$ cat config.mk
export PLATFORM = sky130hd
export DESIGN_NAME = i2s_rx
export DESIGN_NICKNAME = d
export VERILOG_FILES = /design/src/rtl/audio_pkg.sv /design/src/rtl/i2s_bclk_gen.sv /design/src/rtl/i2s_rx.sv
export SDC_FILE = /design/constraint.sdc
export NUM_CORES = 1
export LEC_CHECK = 0
export BUFFER_PORTS_ARGS = -buffer_cell sky130_fd_sc_hd__buf_4
export CAP_MARGIN = 10
export CORE_ASPECT_RATIO = 1.25
export CORE_MARGIN = 10
export CORE_UTILIZATION = 55
export CTS_CLUSTER_SIZE = 24
export DETAILED_ROUTE_END_ITERATION = 10
export HOLD_SLACK_MARGIN = 0.15
export PLACE_DENSITY = 0.82
export SLEW_MARGIN = 20
export SYNTH_ARGS = -nofsm -noshare
export SYNTH_HDL_FRONTEND = slang
export SYNTH_HIERARCHICAL = 1
export SYNTH_SLANG_ARGS = --single-unit
$ cat constraint.sdc
create_clock -name clk -period 3.5 [get_ports clk]
set_clock_uncertainty 0.2 [all_clocks]
set_input_delay 1.05 -clock clk [delete_from_list [all_inputs] [get_ports clk]]
set_output_delay 1.05 -clock clk [all_outputs]
set_load 0.01 [all_outputs]
$ cat src/rtl/audio_pkg.sv
// Shared audio constants for the codec-side I2S blocks (ADC receiver and DAC
// transmitter): default sample width, slot/frame geometry and the common
// IDLE/RUN state encoding.
package audio_pkg;

  localparam int SAMPLE_W_DEF = 16;
  localparam int SLOT_BITS    = 32;
  localparam int FRAME_BITS   = 64;

  // Serial-port state encoding, kept as plain constants so older blocks that
  // store the state in a bare logic vector stay compatible.
  localparam logic [0:0] ST_IDLE = 1'b0;
  localparam logic [0:0] ST_RUN  = 1'b1;

  // True when slot position pos carries one of the width sample bits.
  // Position 0 is the I2S one-bit delay; positions past width are padding.
  function automatic logic slot_bit_active(input logic [4:0] pos, input int width);
    return (pos != 5'd0) && (int'(pos) <= width);
  endfunction

endpackage

$ cat src/rtl/i2s_bclk_gen.sv
// I2S master timing: divides clk down to BCLK, counts the 64 bit positions of
// a stereo frame and provides single-cycle strobes for each BCLK edge.
// Strobes are asserted in the cycle whose closing clk edge makes the toggle.
module i2s_bclk_gen
  import audio_pkg::*;
#(
  parameter int CLK_DIV = 8
) (
  input  logic       clk,
  input  logic       reset_n,
  input  logic       en,
  output logic       bclk,
  output logic       lrclk,
  output logic [5:0] bit_cnt,
  output logic       rise_stb,
  output logic       fall_stb
);

  localparam logic [7:0] DIV_MAX = 8'(CLK_DIV - 1);

  logic [0:0] state_q, state_d;
  logic [7:0] div_q, div_d;
  logic       bclk_q, bclk_d;
  logic [5:0] bit_cnt_q, bit_cnt_d;
  logic       rise_s, fall_s;

  // Next-state logic: divider, BCLK toggle, bit counter and IDLE/RUN control.
  always_comb begin
    state_d   = state_q;
    div_d     = div_q;
    bclk_d    = bclk_q;
    bit_cnt_d = bit_cnt_q;
    rise_s    = 1'b0;
    fall_s    = 1'b0;
    case (state_q)
      ST_IDLE: begin
        div_d     = 8'd0;
        bclk_d    = 1'b0;
        bit_cnt_d = 6'd0;
        if (en) begin
          state_d = ST_RUN;
        end else begin
          state_d = ST_IDLE;
        end
      end
      ST_RUN: begin
        if (div_q == DIV_MAX) begin
          div_d  = 8'd0;
          bclk_d = ~bclk_q;
          if (bclk_q) begin
            // Falling toggle: advance to the next bit position. Leaving RUN
            // is only allowed at the frame wrap so a started frame finishes.
            fall_s    = 1'b1;
            bit_cnt_d = bit_cnt_q + 6'd1;
            if ((bit_cnt_q == 6'd63) && !en) begin
              state_d = ST_IDLE;
            end else begin
              state_d = ST_RUN;
            end
          end else begin
            rise_s  = 1'b1;
            state_d = ST_RUN;
          end
        end else begin
          div_d   = div_q + 8'd1;
          state_d = ST_RUN;
        end
      end
      default: begin
        state_d   = ST_IDLE;
        div_d     = 8'd0;
        bclk_d    = 1'b0;
        bit_cnt_d = 6'd0;
      end
    endcase
  end

  // Timing registers; reset returns to IDLE with BCLK and counters cleared.
  always_ff @(posedge clk or negedge reset_n) begin
    if (!reset_n) begin
      state_q   <= ST_IDLE;
      div_q     <= 8'd0;
      bclk_q    <= 1'b0;
      bit_cnt_q <= 6'd0;
    end else begin
      state_q   <= state_d;
      div_q     <= div_d;
      bclk_q    <= bclk_d;
      bit_cnt_q <= bit_cnt_d;
    end
  end

  assign bclk     = bclk_q;
  assign lrclk    = bit_cnt_q[5];
  assign bit_cnt  = bit_cnt_q;
  assign rise_stb = rise_s;
  assign fall_stb = fall_s;

endmodule

$ cat src/rtl/i2s_rx.sv
// I2S receiver for a slave codec ADC: drives BCLK/ADCLRCLK, deserialises the
// left and right slots and presents complete stereo pairs through a
// valid/ready handshake. Frames arriving while a pair is still unaccepted
// are dropped and flagged by the sticky overrun bit.
module i2s_rx
  import audio_pkg::*;
#(
  parameter int CLK_DIV  = 8,
  parameter int SAMPLE_W = SAMPLE_W_DEF
) (
  input  logic                clk,
  input  logic                reset_n,
  input  logic                en,
  input  logic                ADCDAT,
  output logic                BCLK,
  output logic                ADCLRCLK,
  output logic [SAMPLE_W-1:0] sample_l,
  output logic [SAMPLE_W-1:0] sample_r,
  output logic                out_valid,
  input  logic                out_ready,
  output logic                overrun
);

  logic [5:0] bit_cnt_s;
  logic       rise_s, fall_s;
  logic [4:0] pos_s;
  logic       capture_s, slot_start_s;

  logic                adc_q;
  logic [SAMPLE_W-1:0] shift_l_q, shift_l_d;
  logic [SAMPLE_W-1:0] shift_r_q, shift_r_d;
  logic                frame_done_q, frame_done_d;
  logic [SAMPLE_W-1:0] sample_l_q, sample_l_d;
  logic [SAMPLE_W-1:0] sample_r_q, sample_r_d;
  logic                valid_q, valid_d;
  logic                overrun_q, overrun_d;

  i2s_bclk_gen #(
    .CLK_DIV (CLK_DIV)
  ) u_bclk_gen (
    .clk      (clk),
    .reset_n  (reset_n),
    .en       (en),
    .bclk     (BCLK),
    .lrclk    (ADCLRCLK),
    .bit_cnt  (bit_cnt_s),
    .rise_stb (rise_s),
    .fall_stb (fall_s)
  );

  assign pos_s        = bit_cnt_s[4:0];
  assign capture_s    = rise_s && slot_bit_active(pos_s, SAMPLE_W);
  // The falling toggle out of position 31 opens the next slot.
  assign slot_start_s = fall_s && (pos_s == 5'd31);

  // Shift-register update: sample bits enter MSB first on the BCLK rise; the
  // register of the slot about to start is cleared so it holds only new bits.
  always_comb begin
    shift_l_d    = shift_l_q;
    shift_r_d    = shift_r_q;
    frame_done_d = 1'b0;
    if (capture_s) begin
      if (bit_cnt_s[5]) begin
        shift_r_d    = {shift_r_q[SAMPLE_W-2:0], adc_q};
        frame_done_d = (pos_s == 5'(SAMPLE_W));
      end else begin
        shift_l_d = {shift_l_q[SAMPLE_W-2:0], adc_q};
      end
    end else if (slot_start_s) begin
      if (bit_cnt_s[5]) begin
        shift_l_d = '0;
      end else begin
        shift_r_d = '0;
      end
    end else begin
      frame_done_d = 1'b0;
    end
  end

  // Output register and handshake: a completed frame loads when the holding
  // register is free or being accepted this cycle, otherwise it is dropped.
  always_comb begin
    sample_l_d = sample_l_q;
    sample_r_d = sample_r_q;
    valid_d    = valid_q;
    overrun_d  = overrun_q;
    if (frame_done_q) begin
      if (!valid_q || out_ready) begin
        sample_l_d = shift_l_q;
        sample_r_d = shift_r_q;
        valid_d    = 1'b1;
      end else begin
        overrun_d = 1'b1;
      end
    end else if (valid_q && out_ready) begin
      valid_d = 1'b0;
    end else begin
      valid_d = valid_q;
    end
  end

  // Datapath registers; reset discards any partial frame and the held pair.
  always_ff @(posedge clk or negedge reset_n) begin
    if (!reset_n) begin
      adc_q        <= 1'b0;
      shift_l_q    <= '0;
      shift_r_q    <= '0;
      frame_done_q <= 1'b0;
      sample_l_q   <= '0;
      sample_r_q   <= '0;
      valid_q      <= 1'b0;
      overrun_q    <= 1'b0;
    end else begin
      adc_q        <= ADCDAT;
      shift_l_q    <= shift_l_d;
      shift_r_q    <= shift_r_d;
      frame_done_q <= frame_done_d;
      sample_l_q   <= sample_l_d;
      sample_r_q   <= sample_r_d;
      valid_q      <= valid_d;
      overrun_q    <= overrun_d;
    end
  end

  assign sample_l  = sample_l_q;
  assign sample_r  = sample_r_q;
  assign out_valid = valid_q;
  assign overrun   = overrun_q;

endmodule

==> out/results.ini, run 1 <==
[status]
outcome = completed

[clock_tree]
cts_buffers = 9
cts_tree = built
post_cts_resized = 0
clk_pin_slew_ps = 80
clock_latency_ps = 350
hold_buffers = 0
cts_max_level = 3
root_buffer = clkbuf_8
cts_num_sinks = 84
clk_path_buf_depth = 2
cts_setup_buffers = 0

[setup_path]
crit_buf_inv = 0
worst_setup_path_end_kind = flop
crit_fanout = 16
crit_path_start_kind = flop
startpoint = u_bclk_gen/div_q[0]
cp_top_family = simple AND/OR/NAND/NOR gates
required_ps = 3540
slowest_stage = or3b_1
arrival_ps = 3060
reg2regPathDepth = 9
r2r_slack_ps = 480
cpPeakStageDelay_ps = 590
crit_type = flop to flop
crit_chain = ha_1 -> and4bb_2 -> nand2_1 -> nor3_1 -> nand2b_1 -> ha_1 -> or3b_1 -> nand2_1 -> o2bb2ai_1
r2r_end = shift_r_q[10]
reg2reg_from = u_bclk_gen/div_q[0]

[sta]
min_period_ps = 3020
rsz0062_at_grt = no
holdWs_ps = 277
final.period_utilization = 0.862
worst_slew_pin_slew_ps = 807
setup_viol = 0
slew_headroom = 0.462
fmax_mhz = 331
slew_violations = 0
final_hold_viol_count = 0
tns_ps = 0

[floorplanning]
start_util = 0.571
die_h_um = 110
core_um2 = 6210
core.rowCount = 32
top_level_ports = 41
fp.dieW_um = 91.8
dieArea_um2 = 10100

[final_layout]
fin_nets = 338
layout_commonest_cell = dfrtp_1
n_fill_cell = 464
fin_util = 0.664
synthToLayoutAreaGrowth_pct = 16.2
antenna_cells = 0
layout-drive-gt1-share = 0.299
final_cell_mix = 84 x dfrtp_1, 44 x buf_4, 41 x nand2_1

[synth]
synth_top_flop_cell = dfrtp_1
synth-simple-area-share = 0.124
ys_seq_elements = 84
synth_area_um2 = 3540
syn_inst = 289
synth_top_family_by_area = simple AND/OR/NAND/NOR gates
synth_edf_count = 0
ys_types = 36
synth_area_per_cell_um2 = 12.3
async_reset_ff_frac = 1.00
synth_top_area_frac = 0.593
synth_compound_area_frac = 0.112
synth-adder-area-share = 0.0141
ys_warn_count = 6
yosys.area.top_type = dfrtp_1
synthXorXnorAreaFrac = 0.0247
muxShareOfSynthArea = 0.102
syn-num-nets = 298
yosysSeqAreaShare = 0.593
ys_top_cells_by_area = dfrtp_1 59%, mux2_2 10%, nand2_1 4.3%

[route]
wl_per_cell_um = 16.4
firstDrtPassIters = 4
drc = 0
wl_um = 6860
antenna_left = 0
first_iter_violations = 173
vias = 2356
vias_per_cell = 5.62

[global_routing]
grt-ovfl-total = 0
grt_max_degree = 50
grt.total_usage = 0.143
grt_pass1_wl_um = 11800
antenna_found_initial = 0
grt_pass1_vias = 2436

[power]
p_comb_frac = 0.014
power.internal_mw = 1.38
ir_drop_mv = 0.226
p_leak_nw = 1.97
seqPwrFrac = 0.560
p_switching_mw = 0.363
p_per_area_nw_per_um2 = 422
swShare = 0.209
pwr-share-clk = 0.426
power.total_mw = 1.74

[hold_path]
worst_hold_path_type = flop to flop
worstHoldEndpoint = out_valid
min-delay-start = frame_done_q
hold_depth = 2

[placement]
dpl.hpwl_um = 4630
place.gp.congestion = 0.823
io_buffers = 40

[job]
cap_violations = 0

[logic make-up (layout without fill, tap and decap cells)]
group | Yosys count | in the layout
compound gates | 54 | 54
xor+xnor | 10 | 10
fa+ha+maj | 4 | 4
buf+inv | 19 | 64
flops | 84 | 84
mux | 32 | 32
simple gates | 86 | 86
[worst reg2reg max path: stages (launching register included)]
cell and delay (ps):
dfrtp_1 400, ha_1 240, and4bb_2 330, nand2_1 140, nor3_1 280, nand2b_1 140, ha_1 360, or3b_1 590
nand2_1 160, o2bb2ai_1 70
[layer usage]
layer	vias up	GRT usage	share of wire
met4	0	0.0618	0.015
met1	1175	0.174	0.44
met5	-	0	0
met2	55	0.232	0.49
met3	10	0.0430	0.054
li1	1116	-	-
[power by group through the flow]
| stage | combinational [mW] | sequential (mW) | clock [mW] |
|---|---|---|---|
| 6_report | 0.0248 | 0.973 | 0.741 |
| 4_1_cts | 0.0264 | 0.973 | 0.756 |
| 3_3_place_gp | 0.0260 | 0.993 | 0 |
| 5_1_grt | 0.0291 | 0.974 | 0.794 |
| 3_5_place_dp | 0.0263 | 0.993 | 0 |
| 2_1_floorplan | 0.00143 | 0.992 | 0 |
[cell usage after synthesis, types with 2 or more instances]
master and count:
or3b_1 2, nand2b_1 3, mux2_2 32, o2bb2ai_1 16
nand3_1 8, nor2_1 13, dfrtp_1 84, ha_1 4
o22ai_1 16, a22oi_1 16, inv_1 2, clkbuf_1 2
and3_1 3, xor2_1 9, or4_1 2, buf_2 8
buf_4 5, nor3_2 2, nand2_1 41, a21oi_1 2
nand4_1 3, nor3_1 2
[flip-flops by register name, summed over array words and instances (netlist names)]
signal / flops
u_bclk_gen/bit_cnt: 6
adc_q: 1
u_bclk_gen/div_q: 8
u_bclk_gen/bclk: 1
sample_l: 16
u_bclk_gen/state_q: 1
overrun: 1
shift_l_q: 16
out_valid: 1
frame_done_q: 1
sample_r: 16
shift_r_q: 16
[worst max-delay path by stage]
| stage | slack (ps) | end | depth (start not counted) |
|---|---|---|---|
| finish | 480 | shift_r_q[10] | 9 |
| CTS | 480 | shift_r_q[10] | 9 |
| global route | 180 | shift_l_q[14] | 9 |
| detailed placement | 520 | shift_r_q[6] | 9 |
| floorplan | 420 | shift_r_q[10] | 13 |
| global placement | 640 | shift_r_q[1] | 9 |
[final cells by class]
cell class / count / area (um^2) / area share
Clock buffer: 9 / 124 / 0.0301
Multi-Input combinational cell: 186 / 1340 / 0.324
Sequential cell: 84 / 2100 / 0.510
Timing Repair Buffer: 45 / 350 / 0.0850
Tap cell: 85 / 106 / 0.0258
Clock inverter: 7 / 91.3 / 0.0222
Inverter: 3 / 11.3 / 0.00273
[metrics by stage]
step	std cells	setup slack (ps)	area (um^2)
2_1_floorplan	289	417	3540
3_3_place_gp	403	641	3910
3_5_place_dp	403	521	3910
4_1_cts	419	484	4120
5_1_grt	419	181	4120
6_report	419	481	4120
Note: power is estimated with default switching activity, not from simulation.
==> inputs of run 2 (changes only) <==
--- a/config.mk
+++ b/config.mk
@@ -14,6 +14,7 @@
 export DETAILED_ROUTE_END_ITERATION = 10
 export HOLD_SLACK_MARGIN = 0.15
 export PLACE_DENSITY = 0.82
+export REMOVE_ABC_BUFFERS = 1
 export SLEW_MARGIN = 20
 export SYNTH_ARGS = -nofsm -noshare
 export SYNTH_HDL_FRONTEND = slang
==> constraint.sdc (replaced) <==
create_clock -name clk -period 3.5 [get_ports clk]
set_clock_uncertainty 0.2 [all_clocks]
set_input_delay 0 -clock clk [delete_from_list [all_inputs] [get_ports clk]]
set_output_delay 0 -clock clk [all_outputs]
set_load 0.01 [all_outputs]
==> run 2 against run 1 <==
Global-route usage up 0.26 points. Via count up 3.1%. Critical path depth unchanged. Critical path type unchanged. Highest routed layer unchanged.
==> out/results.ini, run 2 (synthesis gave the netlist of run 1 again) <==
[status]
outcome = completed

[sta]
worst_slew_pin_slew_ps = 759  ; -48.2 ps
final.period_utilization = 0.853  ; -0.00949
fmax_mhz = 335  ; +1.1%
min_period_ps = 2990  ; -33.2 ps
final_hold_viol_count = 0  ; unchanged
slew_violations = 0  ; unchanged
setup_viol = 0  ; unchanged
tns_ps = 0  ; unchanged
slew_headroom = 0.494  ; +0.0321
rsz0062_at_grt = no

[setup_path]
worst_setup_path_end_kind = flop
required_ps = 3540  ; about the same
reg2reg_from = u_bclk_gen/div_q[1]
r2r_end = shift_r_q[11]
crit_end = shift_r_q[11]
crit_path_start_kind = flop
r2r_slack_ps = 510  ; +30 ps
startpoint = u_bclk_gen/div_q[1]
crit_type = flop to flop
reg2regPathDepth = 9  ; unchanged
crit_fanout = 16  ; unchanged
arrival_ps = 3020  ; -40 ps

[clock_tree]
clk_path_buf_depth = 2  ; unchanged
cts_num_sinks = 84  ; unchanged
clk_pin_slew_ps = 80  ; about the same
cts_max_level = 3  ; unchanged
cts_buffers = 9  ; unchanged
post_cts_resized = 0  ; unchanged
clock_latency_ps = 360  ; about the same
cts_tree = built
root_buffer = clkbuf_8

[placement]
place.gp.congestion = 0.882  ; +7.2%
io_buffers = 40  ; unchanged
dp.cells = 402  ; -0.25%
dpl.hpwl_um = 4490  ; -3.0%

[power]
p_switching_mw = 0.369  ; +1.7%
ir_drop_mv = 0.305  ; +35%
seqPwrFrac = 0.513  ; -0.047
swShare = 0.195  ; -0.0141
power.internal_mw = 1.53  ; +11%
p_comb_frac = 0.016  ; +0.002
p_per_area_nw_per_um2 = 448  ; +6.1%
pwr-share-clk = 0.470  ; +0.044
p_leak_nw = 2.02  ; +2.7%

[route]
first_iter_violations = 211  ; +22%
wl_um = 7030  ; +2.4%
wl_per_cell_um = 16.5  ; +0.99%
antenna_left = 0  ; unchanged
drc = 0  ; unchanged
vias_per_cell = 5.71  ; +1.6%
firstDrtPassIters = 5  ; +1
vias = 2428  ; +3.1%

[floorplanning]
start_util = 0.571  ; unchanged
top_level_ports = 41  ; unchanged
core_um2 = 6210  ; unchanged
fp.dieW_um = 91.8  ; unchanged
dieArea_um2 = 10100  ; unchanged
core.rowCount = 32  ; unchanged
die_h_um = 110  ; unchanged

[global_routing]
grt.total_usage = 0.146  ; +0.00263
grt_pass1_wl_um = 11900  ; +0.18%
grt_max_degree = 85  ; +70%
grt_pass1_vias = 2351  ; -3.5%
antenna_found_initial = 0  ; unchanged
grt-ovfl-total = 0  ; unchanged

[final_layout]
layout-drive-gt1-share = 0.294  ; -0.00528
final_cells = 425  ; +1.4%
antenna_cells = 0  ; unchanged
n_fill_cell = 467  ; +0.65%
final_cell_mix = 84 x dfrtp_1, 44 x buf_4, 41 x nand2_1
synthToLayoutAreaGrowth_pct = 19.5
fin_nets = 344  ; +1.8%
layout_commonest_cell = dfrtp_1

[job]
cap_violations = 0  ; unchanged

[hold_path]
worst_hold_path_type = input pin to flop

-- run 2: cell count changes in the layout (fill, tap and decap cells not counted), sizes merged --
cell	delta
bufinv	+2
clkinv	-1
clkinvlp	-1
dlygate4sd3	+6
-- run 2: layer usage --
layer | routed length, um | track usage | vias to the layer above
li1 | - | - | 1137
met1 | 2920 | 0.173 | 1225
met2 | 3670 | 0.244 | 51
met3 | 290 | 0.0389 | 15
met4 | 143 | 0.0684 | 0
met5 | 0 | 0 | -
-- run 2: area by class of cell --
type | count | area, um^2 | share of cell area
tap | 85 | 106 | 0.0251
clock inverter | 7 | 139 | 0.0328
sequential | 84 | 2100 | 0.496
clock buffer | 9 | 124 | 0.0292
inverter | 3 | 11.3 | 0.00266
timing repair buffer | 51 | 418 | 0.0987
multi-input combinational | 186 | 1340 | 0.315
-- run 2: worst min path at each step --
stage	end	slack [ps]	from	cells past startpoint
after floorplan	adc_q	-500	reset_n	0
after global placement	adc_q	-80	ADCDAT	1
after detailed placement	adc_q	-80	ADCDAT	1
after CTS	u_bclk_gen/state_q	170	en	3
after global routing	u_bclk_gen/state_q	180	en	3
final	u_bclk_gen/state_q	180	en	3
-- run 2: power by group through the flow --
| stage | sequential [mW] | clock, mW | combinational [mW] |
|---|---|---|---|
| CTS | 0.973 | 0.901 | 0.0281 |
| global placement | 0.992 | 0 | 0.0232 |
| global route | 0.973 | 0.945 | 0.0358 |
| finish | 0.973 | 0.892 | 0.0311 |
| floorplan | 0.992 | 0 | 0.00142 |
| detailed placement | 0.992 | 0 | 0.0236 |
-- run 2: timing repair --
action	in CTS	in global routing
buffers inserted	0	0
hold buffers	5	1
endpoints found under the hold margin	88	28
-- run 2: worst max-delay path: stages, from the launching register on --
cell and delay [ps]:
dfrtp_1 410, ha_1 250, and4bb_2 330, nand2_1 140, nor3_1 230, nand2b_1 110, ha_1 350, or3b_1 600
nand2_1 170, o2bb2ai_1 70
-- run 2: through the flow --
| step | cell area (um^2) | hold slack, ps | worst slack [ps] | power [mW] | utilization |
|---|---|---|---|---|---|
| 2_1_floorplan | 3450 | -496 | 443 | 0.993 | - |
| 3_3_place_gp | 3880 | -78.0 | 666 | 1.02 | 0.626 |
| 3_5_place_dp | 3880 | -80.1 | 561 | 1.02 | 0.626 |
| 4_1_cts | 4200 | 167 | 525 | 1.90 | 0.676 |
| 5_1_grt | 4240 | 184 | 240 | 1.95 | 0.682 |
| 6_report | 4240 | 180 | 514 | 1.90 | 0.682 |
==> inputs of run 3 (changes only) <==
--- a/config.mk
+++ b/config.mk
@@ -5,6 +5,7 @@
 export SDC_FILE = /design/constraint.sdc
 export NUM_CORES = 1
 export LEC_CHECK = 0
+export ABC_AREA = 1
 export BUFFER_PORTS_ARGS = -buffer_cell sky130_fd_sc_hd__buf_4
 export CAP_MARGIN = 10
 export CORE_ASPECT_RATIO = 1.25
==> run 3 against run 2 <==
Worst setup slack better by 340 ps. Clock power down 20%. Area after synthesis is 1.6% higher. Via count grew 13%. Sequential power about the same. Non-clock buffer count decreased by 3. Wire length rose by 0.84%. Flip-flop and latch count is the same. Critical endpoint is now shift_r_q[12]. Largest power group unchanged. Highest routed layer unchanged.
==> out/results.ini, run 3 <==
[sta]
worst_slew_pin_slew_ps = 998  ; +239 ps
slew_violations = 0  ; unchanged
rsz0062_at_grt = no
slew_headroom = 0.333  ; -0.161
fmax_mhz = 378  ; +13%
min_period_ps = 2640  ; -342 ps
final_hold_viol_count = 0  ; unchanged
setup_viol = 0  ; unchanged
final.period_utilization = 0.755  ; -0.0978
tns_ps = 0  ; unchanged

[global_routing]
antenna_found_initial = 0  ; unchanged
grt_pass1_wl_um = 12600  ; +6.4%
grt-ovfl-total = 0  ; unchanged
grt_max_degree = 85  ; unchanged
grt_pass1_vias = 2724  ; +16%
grt.total_usage = 0.148  ; +0.00204

[clock_tree]
clk_pin_slew_ps = 80  ; about the same
cts_max_level = 3  ; unchanged
root_buffer = clkbuf_8
cts_setup_buffers = 0  ; unchanged
cts_num_sinks = 84  ; unchanged
post_cts_resized = 0  ; unchanged
cts_buffers = 9  ; unchanged
clk_path_buf_depth = 2  ; unchanged
cts_tree = built
clock_latency_ps = 360  ; about the same
hold_buffers = 5  ; unchanged

[setup_path]
worst_setup_path_end_kind = flop
crit_chain = ha_1 -> nand3_2 -> nor2_4 -> inv_1 -> nor3_1 -> nand2_2 -> ha_1 -> nor2_4 -> nand2_1 -> nand2_1
reg2reg_from = u_bclk_gen/div_q[0]
cpPeakStageDelay_ps = 370  ; -230 ps
crit_buf_inv = 1  ; +1
arrival_ps = 2740  ; -280 ps
r2r_slack_ps = 860  ; +340 ps
slowest_stage = dfrtp_1
crit_fanout = 16  ; unchanged
crit_type = flop to flop
cp_top_family = simple AND/OR/NAND/NOR gates
crit_path_start_kind = flop
r2r_end = shift_r_q[12]
reg2regPathDepth = 10  ; +1
required_ps = 3600  ; +60 ps

[placement]
dp.cells = 519  ; +29%
dpl.hpwl_um = 4570  ; +1.7%
placed_area_um2 = 3920  ; +0.81%
place.gp.congestion = 0.816  ; -7.6%
io_buffers = 40  ; unchanged

[synth]
yosysSeqAreaShare = 0.584  ; -0.00927
synth_area_per_cell_um2 = 8.83  ; -28%
ys_seq_elements = 84  ; unchanged
ys_warn_count = 6  ; unchanged
syn_inst = 408  ; +41%
ys_top_cells_by_area = dfrtp_1 58%, nand2_1 19%, nand3_1 6.0%
synth_top_area_frac = 0.584  ; -0.00927
synth_edf_count = 0  ; unchanged
synth_area_um2 = 3600  ; +1.6%
yosys.area.top_type = dfrtp_1
synth_top_flop_cell = dfrtp_1
async_reset_ff_frac = 1.00  ; unchanged
yosys-top-cells-count = 183 x nand2_1, 84 x dfrtp_1, 43 x nand3_1
ys_types = 25  ; -31%
yosysMostFrequentCell = nand2_1

[hold_path]
min-delay-start = en
hold_depth = 3  ; unchanged
worst_hold_path_type = input pin to flop
worstHoldEndpoint = u_bclk_gen/state_q

[route]
wl_per_cell_um = 13.1  ; -21%
drc = 0  ; unchanged
wl_um = 7090  ; +0.84%
first_iter_violations = 228  ; +8.1%
firstDrtPassIters = 4  ; -1
vias_per_cell = 5.05  ; -12%
vias = 2732  ; +13%
antenna_left = 0  ; unchanged

[power]
pwr-share-clk = 0.417  ; -0.053
p_comb_frac = 0.016  ; about the same
seqPwrFrac = 0.566  ; +0.053
p_leak_nw = 2.37  ; +17%
swShare = 0.224  ; +0.0292
power.total_mw = 1.72  ; -9.4%
ir_drop_mv = 0.218  ; -29%
p_per_area_nw_per_um2 = 410  ; -8.4%
p_switching_mw = 0.384  ; +4.2%
power.internal_mw = 1.33  ; -13%

[final_layout]
fin_nets = 460  ; +34%
antenna_cells = 0  ; unchanged
synthToLayoutAreaGrowth_pct = 16.3
final_area_um2 = 4190  ; -1.1%
n_fill_cell = 500  ; +7.1%
layout_commonest_cell = nand2_1
final_cell_mix = 183 x nand2_1, 84 x dfrtp_1, 43 x nand3_1
final_cells = 541  ; +27%
layout-drive-gt1-share = 0.182  ; -0.112

[floorplanning]
dieArea_um2 = 10200  ; +1.3%
core_um2 = 6290  ; +1.3%
die_h_um = 110  ; +0.65%
fp.dieW_um = 92.4  ; +0.62%
top_level_ports = 41  ; unchanged
core.rowCount = 32  ; unchanged
start_util = 0.573  ; +0.00168

[status]
outcome = completed

[job]
cap_violations = 0  ; unchanged

==> run 3: stage by stage <==
stage	hold slack, ps	utilization	worst slack [ps]
floorplan	-496	-	1200
global placement	-79.1	0.623	1060
detailed placement	-79.0	0.623	914
CTS	174	0.664	845
global route	230	0.666	580
finish	208	0.666	857
==> run 3: worst max-delay path by stage <==
stage	to	cells past startpoint	slack, ps	start
after floorplan	shift_r_q[0]	10	1200	u_bclk_gen/div_q[0]
final	shift_r_q[12]	10	860	u_bclk_gen/div_q[0]
after detailed placement	shift_r_q[11]	10	910	u_bclk_gen/div_q[0]
after global placement	shift_r_q[1]	10	1060	u_bclk_gen/div_q[0]
after CTS	shift_r_q[12]	10	850	u_bclk_gen/div_q[0]
after global routing	shift_r_q[9]	10	580	u_bclk_gen/div_q[0]
==> run 3: cell families after synthesis <==
| logic type | synth area share |
|---|---|
| DFF | 0.584 |
| and+or+nand+nor | 0.336 |
| AOI/OAI and AO/OA | 0.0136 |
| xor gates and xnor gates | 0.00487 |
| adders and majority gates | 0.0139 |
| buffers and inverters | 0.0483 |
==> run 3: tightest hold or removal path, cell delays in order <==
cell	delay (ps)
dlygate4sd3_1	520
buf_4	100
nand3b_1	100
==> run 3: final cells by class <==
cell class                      count  area, um^2  share of cell area
Timing Repair Buffer               48         379              0.0905
Clock inverter                      6        71.3              0.0170
Tap cell                           85         106              0.0254
Clock buffer                       10         138              0.0329
Multi-Input combinational cell    290        1330               0.316
Sequential cell                    84        2100               0.502
Inverter                           18        67.6              0.0161
==> run 3: power by group through the flow <==
stage / clock, mW / combinational [mW] / sequential, mW
3_3_place_gp: 0 / 0.0235 / 0.992
3_5_place_dp: 0 / 0.0241 / 0.992
2_1_floorplan: 0 / 0.00148 / 0.992
4_1_cts: 0.728 / 0.0283 / 0.973
5_1_grt: 0.770 / 0.0326 / 0.973
6_report: 0.717 / 0.0282 / 0.973
==> run 3: metal layers <==
| metal | track usage | share of wire | up-vias |
|---|---|---|---|
| li1 | - | - | 1358 |
| met1 | 0.179 | 0.43 | 1307 |
| met2 | 0.236 | 0.50 | 52 |
| met3 | 0.0345 | 0.046 | 15 |
| met4 | 0.0811 | 0.025 | 0 |
| met5 | 0 | 0 | - |
